**config.mk**
```make
export PLATFORM = sky130hd
export DESIGN_NAME = tx_port_writer_128_flat
export DESIGN_NICKNAME = d
export VERILOG_FILES = /design/src/rtl/tx_port_writer_128_if.sv /design/src/rtl/tx_port_writer_128.sv /design/src/flat_wrapper.sv
export SDC_FILE = /design/constraint.sdc
export NUM_CORES = 1
export LEC_CHECK = 0
export BUFFER_PORTS_ARGS = -buffer_cell sky130_fd_sc_hd__buf_4
export CAP_MARGIN = 10
export CORE_MARGIN = 5
export CORE_UTILIZATION = 51
export CTS_BUF_LIST = sky130_fd_sc_hd__clkbuf_4 sky130_fd_sc_hd__clkbuf_8
export DETAILED_ROUTE_END_ITERATION = 7
export PLACE_DENSITY = 0.92
export SLEW_MARGIN = 20
export SYNTH_ARGS = -nofsm -noshare
export SYNTH_HDL_FRONTEND = slang
export SYNTH_SLANG_ARGS = --single-unit
```
**constraint.sdc**
```tcl
create_clock -name CLK -period 5 [get_ports CLK]
set_clock_uncertainty 0.2 [all_clocks]
set_input_delay 0.5 -clock CLK [delete_from_list [all_inputs] [get_ports CLK]]
set_output_delay 0.5 -clock CLK [all_outputs]
set_load 0.02 [all_outputs]
```
**src/rtl/tx_port_writer_128_if.sv**
```systemverilog
// User transaction channel plus buffer write port of the 128-bit TX port writer.
// master is the writer's view; slave is the user/buffer environment.
interface tx_port_writer_128_if #(
    parameter int C_DATA_WIDTH       = 128,
    parameter int C_FIFO_DEPTH_WIDTH = 10
);
    logic                          TXN;
    logic [31:0]                   TXN_LEN;
    logic                          TXN_LAST;
    logic                          TXN_ACK;
    logic [C_DATA_WIDTH-1:0]       TXN_DATA;
    logic                          TXN_DATA_VALID;
    logic                          TXN_DATA_REN;
    logic                          TXN_DONE;
    logic                          LEN_VALID;
    logic [1:0]                    LEN_LSB;
    logic                          LEN_LAST;
    logic [C_DATA_WIDTH-1:0]       WR_DATA;
    logic                          WR_EN;
    logic [C_FIFO_DEPTH_WIDTH-1:0] WR_COUNT;

    modport master (
        input  TXN, TXN_LEN, TXN_LAST, TXN_DATA, TXN_DATA_VALID, WR_COUNT,
        output TXN_ACK, TXN_DATA_REN, TXN_DONE, LEN_VALID, LEN_LSB, LEN_LAST,
               WR_DATA, WR_EN
    );

    modport slave (
        output TXN, TXN_LEN, TXN_LAST, TXN_DATA, TXN_DATA_VALID, WR_COUNT,
        input  TXN_ACK, TXN_DATA_REN, TXN_DONE, LEN_VALID, LEN_LSB, LEN_LAST,
               WR_DATA, WR_EN
    );
endinterface

```
**src/rtl/tx_port_writer_128.sv**
```systemverilog
// Splits a user TX transaction into transfers of at most C_MAX_XFER_WORDS words
// and streams the 128-bit beats into the TX port buffer FIFO.
//
// state      | meaning
// IDLE       | waiting for TXN
// XFER_START | size next transfer, announce its length
// DATA       | forward beats of the current transfer
// DONE       | report transaction complete
module tx_port_writer_128 #(
    parameter int C_DATA_WIDTH       = 128,
    parameter int C_FIFO_DEPTH       = 512,
    parameter int C_FIFO_DEPTH_WIDTH = 10,
    parameter int C_MAX_XFER_WORDS   = 1024
) (
    input  logic                  CLK,
    input  logic                  RST_N,
    tx_port_writer_128_if.master  txPort
);
    localparam int C_BEAT_CNT_WIDTH = $clog2(C_MAX_XFER_WORDS / 4) + 1;
    localparam logic [31:0] C_MAX_WORDS = 32'(C_MAX_XFER_WORDS);
    // Two slots of headroom: one beat in the output register, one for count latency.
    localparam logic [C_FIFO_DEPTH_WIDTH-1:0] C_WR_COUNT_LIMIT =
        C_FIFO_DEPTH_WIDTH'(C_FIFO_DEPTH - 2);

    typedef enum logic [1:0] {IDLE, XFER_START, DATA, DONE} tState;

    tState                       rState;
    tState                       rStateNext;
    logic [31:0]                 rRemain;
    logic [C_BEAT_CNT_WIDTH-1:0] rBeats;
    logic                        rLast;
    logic                        rTxnAck;
    logic                        rTxnDone;
    logic                        rLenValid;
    logic [1:0]                  rLenLsb;
    logic                        rLenLast;
    logic [C_DATA_WIDTH-1:0]     rWrData;
    logic                        rWrEn;

    logic [31:0]                 wXfer;
    logic [31:0]                 wXferRound;
    logic [C_BEAT_CNT_WIDTH-1:0] wXferBeats;
    logic                        wRen;
    logic                        wAccept;

    assign wXfer      = (rRemain > C_MAX_WORDS) ? C_MAX_WORDS : rRemain;
    assign wXferRound = wXfer + 32'd3;
    assign wXferBeats = C_BEAT_CNT_WIDTH'(wXferRound >> 2);
    assign wRen       = (rState == DATA) && (rBeats != '0) &&
                        (txPort.WR_COUNT < C_WR_COUNT_LIMIT);
    assign wAccept    = wRen && txPort.TXN_DATA_VALID;

    always_ff @(posedge CLK or negedge RST_N) begin
        if (!RST_N) begin
            rState <= IDLE;
        end else begin
            rState <= rStateNext;
        end
    end

    always_comb begin
        rStateNext = rState;
        case (rState)
            IDLE: begin
                if (txPort.TXN) begin
                    rStateNext = (txPort.TXN_LEN == 32'd0) ? DONE : XFER_START;
                end
            end
            XFER_START: rStateNext = DATA;
            DATA: begin
                if (wAccept && (rBeats == C_BEAT_CNT_WIDTH'(1))) begin
                    rStateNext = (rRemain != 32'd0) ? XFER_START : DONE;
                end
            end
            DONE:    rStateNext = IDLE;
            default: rStateNext = IDLE;
        endcase
    end

    always_ff @(posedge CLK or negedge RST_N) begin
        if (!RST_N) begin
            rRemain   <= '0;
            rBeats    <= '0;
            rLast     <= 1'b0;
            rTxnAck   <= 1'b0;
            rTxnDone  <= 1'b0;
            rLenValid <= 1'b0;
            rLenLsb   <= '0;
            rLenLast  <= 1'b0;
            rWrData   <= '0;
            rWrEn     <= 1'b0;
        end else begin
            rTxnAck   <= (rState == IDLE) && txPort.TXN;
            rTxnDone  <= (rState == DONE);
            rLenValid <= (rState == XFER_START);
            rWrEn     <= wAccept;
            if (wAccept) begin
                rWrData <= txPort.TXN_DATA;
                rBeats  <= rBeats - C_BEAT_CNT_WIDTH'(1);
            end
            if ((rState == IDLE) && txPort.TXN) begin
                rRemain <= txPort.TXN_LEN;
                rLast   <= txPort.TXN_LAST;
            end
            if (rState == XFER_START) begin
                rRemain  <= rRemain - wXfer;
                rBeats   <= wXferBeats;
                rLenLsb  <= wXfer[1:0];
                rLenLast <= rLast && (rRemain == wXfer);
            end
        end
    end

    assign txPort.TXN_ACK      = rTxnAck;
    assign txPort.TXN_DONE     = rTxnDone;
    assign txPort.TXN_DATA_REN = wRen;
    assign txPort.LEN_VALID    = rLenValid;
    assign txPort.LEN_LSB      = rLenLsb;
    assign txPort.LEN_LAST     = rLenLast;
    assign txPort.WR_DATA      = rWrData;
    assign txPort.WR_EN        = rWrEn;
endmodule

```
**src/flat_wrapper.sv**
```systemverilog
// flat-port wrapper written by rule: the top's interface ports become plain ports
module tx_port_writer_128_flat 
#(
    parameter int C_DATA_WIDTH       = 128,
    parameter int C_FIFO_DEPTH       = 512,
    parameter int C_FIFO_DEPTH_WIDTH = 10,
    parameter int C_MAX_XFER_WORDS   = 1024
)
  (CLK, RST_N, txPort_TXN, txPort_TXN_LEN, txPort_TXN_LAST, txPort_TXN_DATA, txPort_TXN_DATA_VALID, txPort_WR_COUNT, txPort_TXN_ACK, txPort_TXN_DATA_REN, txPort_TXN_DONE, txPort_LEN_VALID, txPort_LEN_LSB, txPort_LEN_LAST, txPort_WR_DATA, txPort_WR_EN);
  tx_port_writer_128_if #(.C_DATA_WIDTH(C_DATA_WIDTH), .C_FIFO_DEPTH_WIDTH(C_FIFO_DEPTH_WIDTH)) txPort_i ();
  input  logic CLK;
  input  logic RST_N;
  input wire logic [$bits(txPort_i.TXN)-1:0] txPort_TXN;
  input wire logic [$bits(txPort_i.TXN_LEN)-1:0] txPort_TXN_LEN;
  input wire logic [$bits(txPort_i.TXN_LAST)-1:0] txPort_TXN_LAST;
  input wire logic [$bits(txPort_i.TXN_DATA)-1:0] txPort_TXN_DATA;
  input wire logic [$bits(txPort_i.TXN_DATA_VALID)-1:0] txPort_TXN_DATA_VALID;
  input wire logic [$bits(txPort_i.WR_COUNT)-1:0] txPort_WR_COUNT;
  output wire logic [$bits(txPort_i.TXN_ACK)-1:0] txPort_TXN_ACK;
  output wire logic [$bits(txPort_i.TXN_DATA_REN)-1:0] txPort_TXN_DATA_REN;
  output wire logic [$bits(txPort_i.TXN_DONE)-1:0] txPort_TXN_DONE;
  output wire logic [$bits(txPort_i.LEN_VALID)-1:0] txPort_LEN_VALID;
  output wire logic [$bits(txPort_i.LEN_LSB)-1:0] txPort_LEN_LSB;
  output wire logic [$bits(txPort_i.LEN_LAST)-1:0] txPort_LEN_LAST;
  output wire logic [$bits(txPort_i.WR_DATA)-1:0] txPort_WR_DATA;
  output wire logic [$bits(txPort_i.WR_EN)-1:0] txPort_WR_EN;
  assign txPort_i.TXN = txPort_TXN;
  assign txPort_i.TXN_LEN = txPort_TXN_LEN;
  assign txPort_i.TXN_LAST = txPort_TXN_LAST;
  assign txPort_i.TXN_DATA = txPort_TXN_DATA;
  assign txPort_i.TXN_DATA_VALID = txPort_TXN_DATA_VALID;
  assign txPort_i.WR_COUNT = txPort_WR_COUNT;
  assign txPort_TXN_ACK = txPort_i.TXN_ACK;
  assign txPort_TXN_DATA_REN = txPort_i.TXN_DATA_REN;
  assign txPort_TXN_DONE = txPort_i.TXN_DONE;
  assign txPort_LEN_VALID = txPort_i.LEN_VALID;
  assign txPort_LEN_LSB = txPort_i.LEN_LSB;
  assign txPort_LEN_LAST = txPort_i.LEN_LAST;
  assign txPort_WR_DATA = txPort_i.WR_DATA;
  assign txPort_WR_EN = txPort_i.WR_EN;
  tx_port_writer_128 #(.C_DATA_WIDTH(C_DATA_WIDTH), .C_FIFO_DEPTH(C_FIFO_DEPTH), .C_FIFO_DEPTH_WIDTH(C_FIFO_DEPTH_WIDTH), .C_MAX_XFER_WORDS(C_MAX_XFER_WORDS)) u_core (.CLK(CLK), .RST_N(RST_N), .txPort(txPort_i));
endmodule
```
==> impl_metrics.py <==
metrics = {
    "run_status": {
        "outcome": "complete, but fails checks",
        "violations": "negative hold slack",
    },
    "placed_design": {
        "place_hpwl_um": 18100,
        "gp_congestion": 0.907,
        "port_buffers": 309,
        "placed_area_mm2": 0.0105,
    },
    "cells_and_area": {
        "postLayoutCoreUtil_pct": 71.2,
        "area_delta_synth_final_pct": 36.8,
        "diodes": 0,
        "fin_nets": 1124,
        "nFillCells": 1130,
        "drive_gt1_share_pct": 50.9,
        "stdcell_area_mm2": 0.0109,
    },
    "timing": {
        "hold_ws_ns": -0.0395,
        "totalNegativeSetupSlack_ns": 0,
        "period_share_pct": 79.9,
        "setup_violations": 0,
        "hold_violations": 60,
        "max_freq_mhz": 250,
        "relSlewSlack_pct": 29.8,
        "tightestPinTransition_ns": 1.05,
        "slew_violations": 0,
        "rsz0062_at_grt": "false",
        "finalCriticalPeriod_ns": 3.99,
    },
    "routing": {
        "via_count": 6558,
        "first_pass_iters": 5,
        "drtAntennaViolNets": 0,
        "drt_first_iter_violations": 511,
        "via_per_inst": 5.61,
        "drc": 0,
        "wl_per_cell_um": 20.6,
        "drt_wl_total_um": 24100,
    },
    "critical_path": {
        "cp_cell_sequence": "or4_1 -> or4b_1 -> buf_4 -> o31ai_1 -> ha_1 -> nor4_1 -> nand3_1 -> a22o_1 -> a2111oi_0 -> a311o_1",
        "cp-end-kind": "register",
        "cp-start-kind": "register",
        "cpPeakStageDelay_ns": 0.61,
        "critical_path_class": "reg2reg",
        "r2r_end": "u_core.rRemain[24]$_DFFE_PN0P_",
        "r2r_start": "u_core.rRemain[21]$_DFFE_PN0P_",
        "crit_required_ns": 5.15,
        "timing.critical_path.from": "u_core.rRemain[21]$_DFFE_PN0P_",
        "rrSetupSlack_ns": 1.01,
        "worstRegToRegCells": 10,
        "crit_fanout": 15,
        "crit_slowest_cell": "or4_1",
        "cp_num_buf_inv": 1,
        "critPathTopFamily": "simple AND/OR/NAND/NOR gates",
        "worstPathArrival_ns": 4.14,
    },
    "clocking": {
        "cts_made_buffers": 17,
        "cts_hold_buf": 0,
        "cts_resized": 0,
        "root_buffer": "clkbuf_8",
        "clkSinkCount": 179,
        "cts_setup_buffers": 0,
        "cts_max_level": 4,
        "path_clk_slew_ns": 0.09,
        "clock_path_buffers": 2,
        "tritoncts": "built",
        "clkLatencyLatePin_ns": 0.46,
    },
    "yosys": {
        "ys_seq_area_share_pct": 56.4,
        "synth-seq-cells": 179,
        "ys_top_cells_by_area": "dfrtp_1 (56%), mux2_2 (18%), nand2_1 (2.3%)",
        "syn_nets": 827,
        "synthTopCellsByCount": "dfrtp_1 (179), mux2_2 (128), nand2_1 (48)",
        "avgSynthCellArea_um2": 12.2,
        "yosysWarningCount": 0,
        "synthCells": 649,
        "synth-main-ff-cell": "dfrtp_1",
        "synth_area_mm2": 0.00794,
        "synth_edf_count": 0,
        "async_reset_ff_share_pct": 100,
        "synth_cell_types": 64,
        "synth_top_area_share_pct": 56.4,
        "yosysMostFrequentCell": "dfrtp_1",
        "yosys.area.top_type": "dfrtp_1",
    },
    "global_route": {
        "grt_usage_pct": 25.8,
        "grt_overflow": 0,
        "grt_max_degree": 130,
        "grt_pass1_vias": 6576,
        "grt_pass1_wl_um": 36300,
        "antenna_found_initial": 0,
    },
    "power": {
        "ir_worst_vdd_v": 0.000325,
        "p_leak_uw": 0.00490,
        "finalPower_uw": 3660,
        "power.density_mw_per_mm2": 337,
    },
    "worst_hold_path": {
        "min_path_type": "in2async",
    },
    "floorplanning": {
        "ios": 311,
        "fp.dieH_um": 135,
        "die_area_mm2": 0.0182,
        "rows": 45,
        "core_mm2": 0.0153,
        "fp.dieW_um": 135,
        "start_util_pct": 52.1,
    },
    "run": {
        "maxCapViolCount": 0,
    },
}
report_power, final:
group          internal (uW)  leakage [uW]  total [uW]  switching [uW]
Clock                    500      0.000215        1010             514
Combinational            454       0.00259         910             456
Sequential              1630       0.00209        1740             110
metal layers:
metal,global-route usage (%),share of wire (%),vias up
met5,0,0,-
met4,9.73,3.2,0
li1,-,-,3003
met1,29.9,35,3204
met2,45.9,53,302
met3,6.67,8.6,49
placed cells by master, fill, tap and decap left out, drive strengths merged, types with 4 or more instances in the layout:
cell     Yosys  final
or4          7      7
nor4        21     21
a2111oi      4      4
buf         10    317
o21ai       18     18
nor2        27     27
inv         10     14
or3          7      7
a311oi       4      4
o22ai        8      8
nand3        8      8
a211oi      18     18
nand4        6      6
clkinv       1      5
o221ai       7      7
nor3        15     15
xnor2       10     10
nand2       48     48
a22o         4      4
a21oi       14     14
o211ai       4      4
dfrtp      179    179
o31ai        7      7
mux2       128    128
clkbuf      30     23
and3         5      5
registers in the layout, summed over array words and instances (netlist names):
name                     count
u_core.txPort.WR_DATA      128
u_core.rRemain              32
u_core.rBeats                9
u_core.rState                2
u_core.txPort.LEN_LSB        2
u_core.rLast                 1
u_core.txPort.LEN_LAST       1
u_core.txPort.LEN_VALID      1
u_core.txPort.TXN_ACK        1
u_core.txPort.TXN_DONE       1
u_core.txPort.WR_EN          1
area by class of cell:
type	count	area, um2	area share [%]
Sequential cell	179	4480	41.2
Multi-Input combinational cell	419	3260	30.0
Timing Repair Buffer	318	2410	22.1
Clock buffer	22	290	2.67
Tap cell	211	264	2.43
Clock inverter	10	119	1.09
Inverter	11	41.3	0.380
per-stage QoR:
| step | setup slack, ns | hold WS [ns] | instances |
|---|---|---|---|
| 2_1_floorplan | 1.29 | 0.00441 | 649 |
| 3_3_place_gp | 1.16 | 0.264 | 1138 |
| 3_5_place_dp | 1.09 | 0.288 | 1138 |
| 4_1_cts | 1.07 | 0.0169 | 1170 |
| 5_1_grt | 0.829 | 0.0185 | 1170 |
| 6_report | 1.01 | -0.0395 | 1170 |
cell families (layout without fill, tap and decap cells):
family	Yosys count	count (layout)	synth area share, %
and+or+nand+nor	163	163	10.9
DFF	179	179	56.4
xor gates and xnor gates	13	13	1.43
adders and majority gates	3	3	0.473
AOI/OAI and AO/OA	108	108	9.66
other	1	1	0.0472
buffers and inverters	51	361	2.58
muxes	131	131	18.5
worst max path at each step:
stage	endpoint	slack, ns	cells past startpoint
after global routing	u_core.rRemain[12]$_DFFE_PN0P_	0.83	10
after CTS	u_core.rRemain[24]$_DFFE_PN0P_	1.07	10
after global placement	u_core.rRemain[24]$_DFFE_PN0P_	1.16	10
after floorplan	u_core.rRemain[14]$_DFFE_PN0P_	1.29	13
after detailed placement	u_core.rRemain[24]$_DFFE_PN0P_	1.09	10
final	u_core.rRemain[24]$_DFFE_PN0P_	1.01	10
Power figures use the tool's default switching activity.
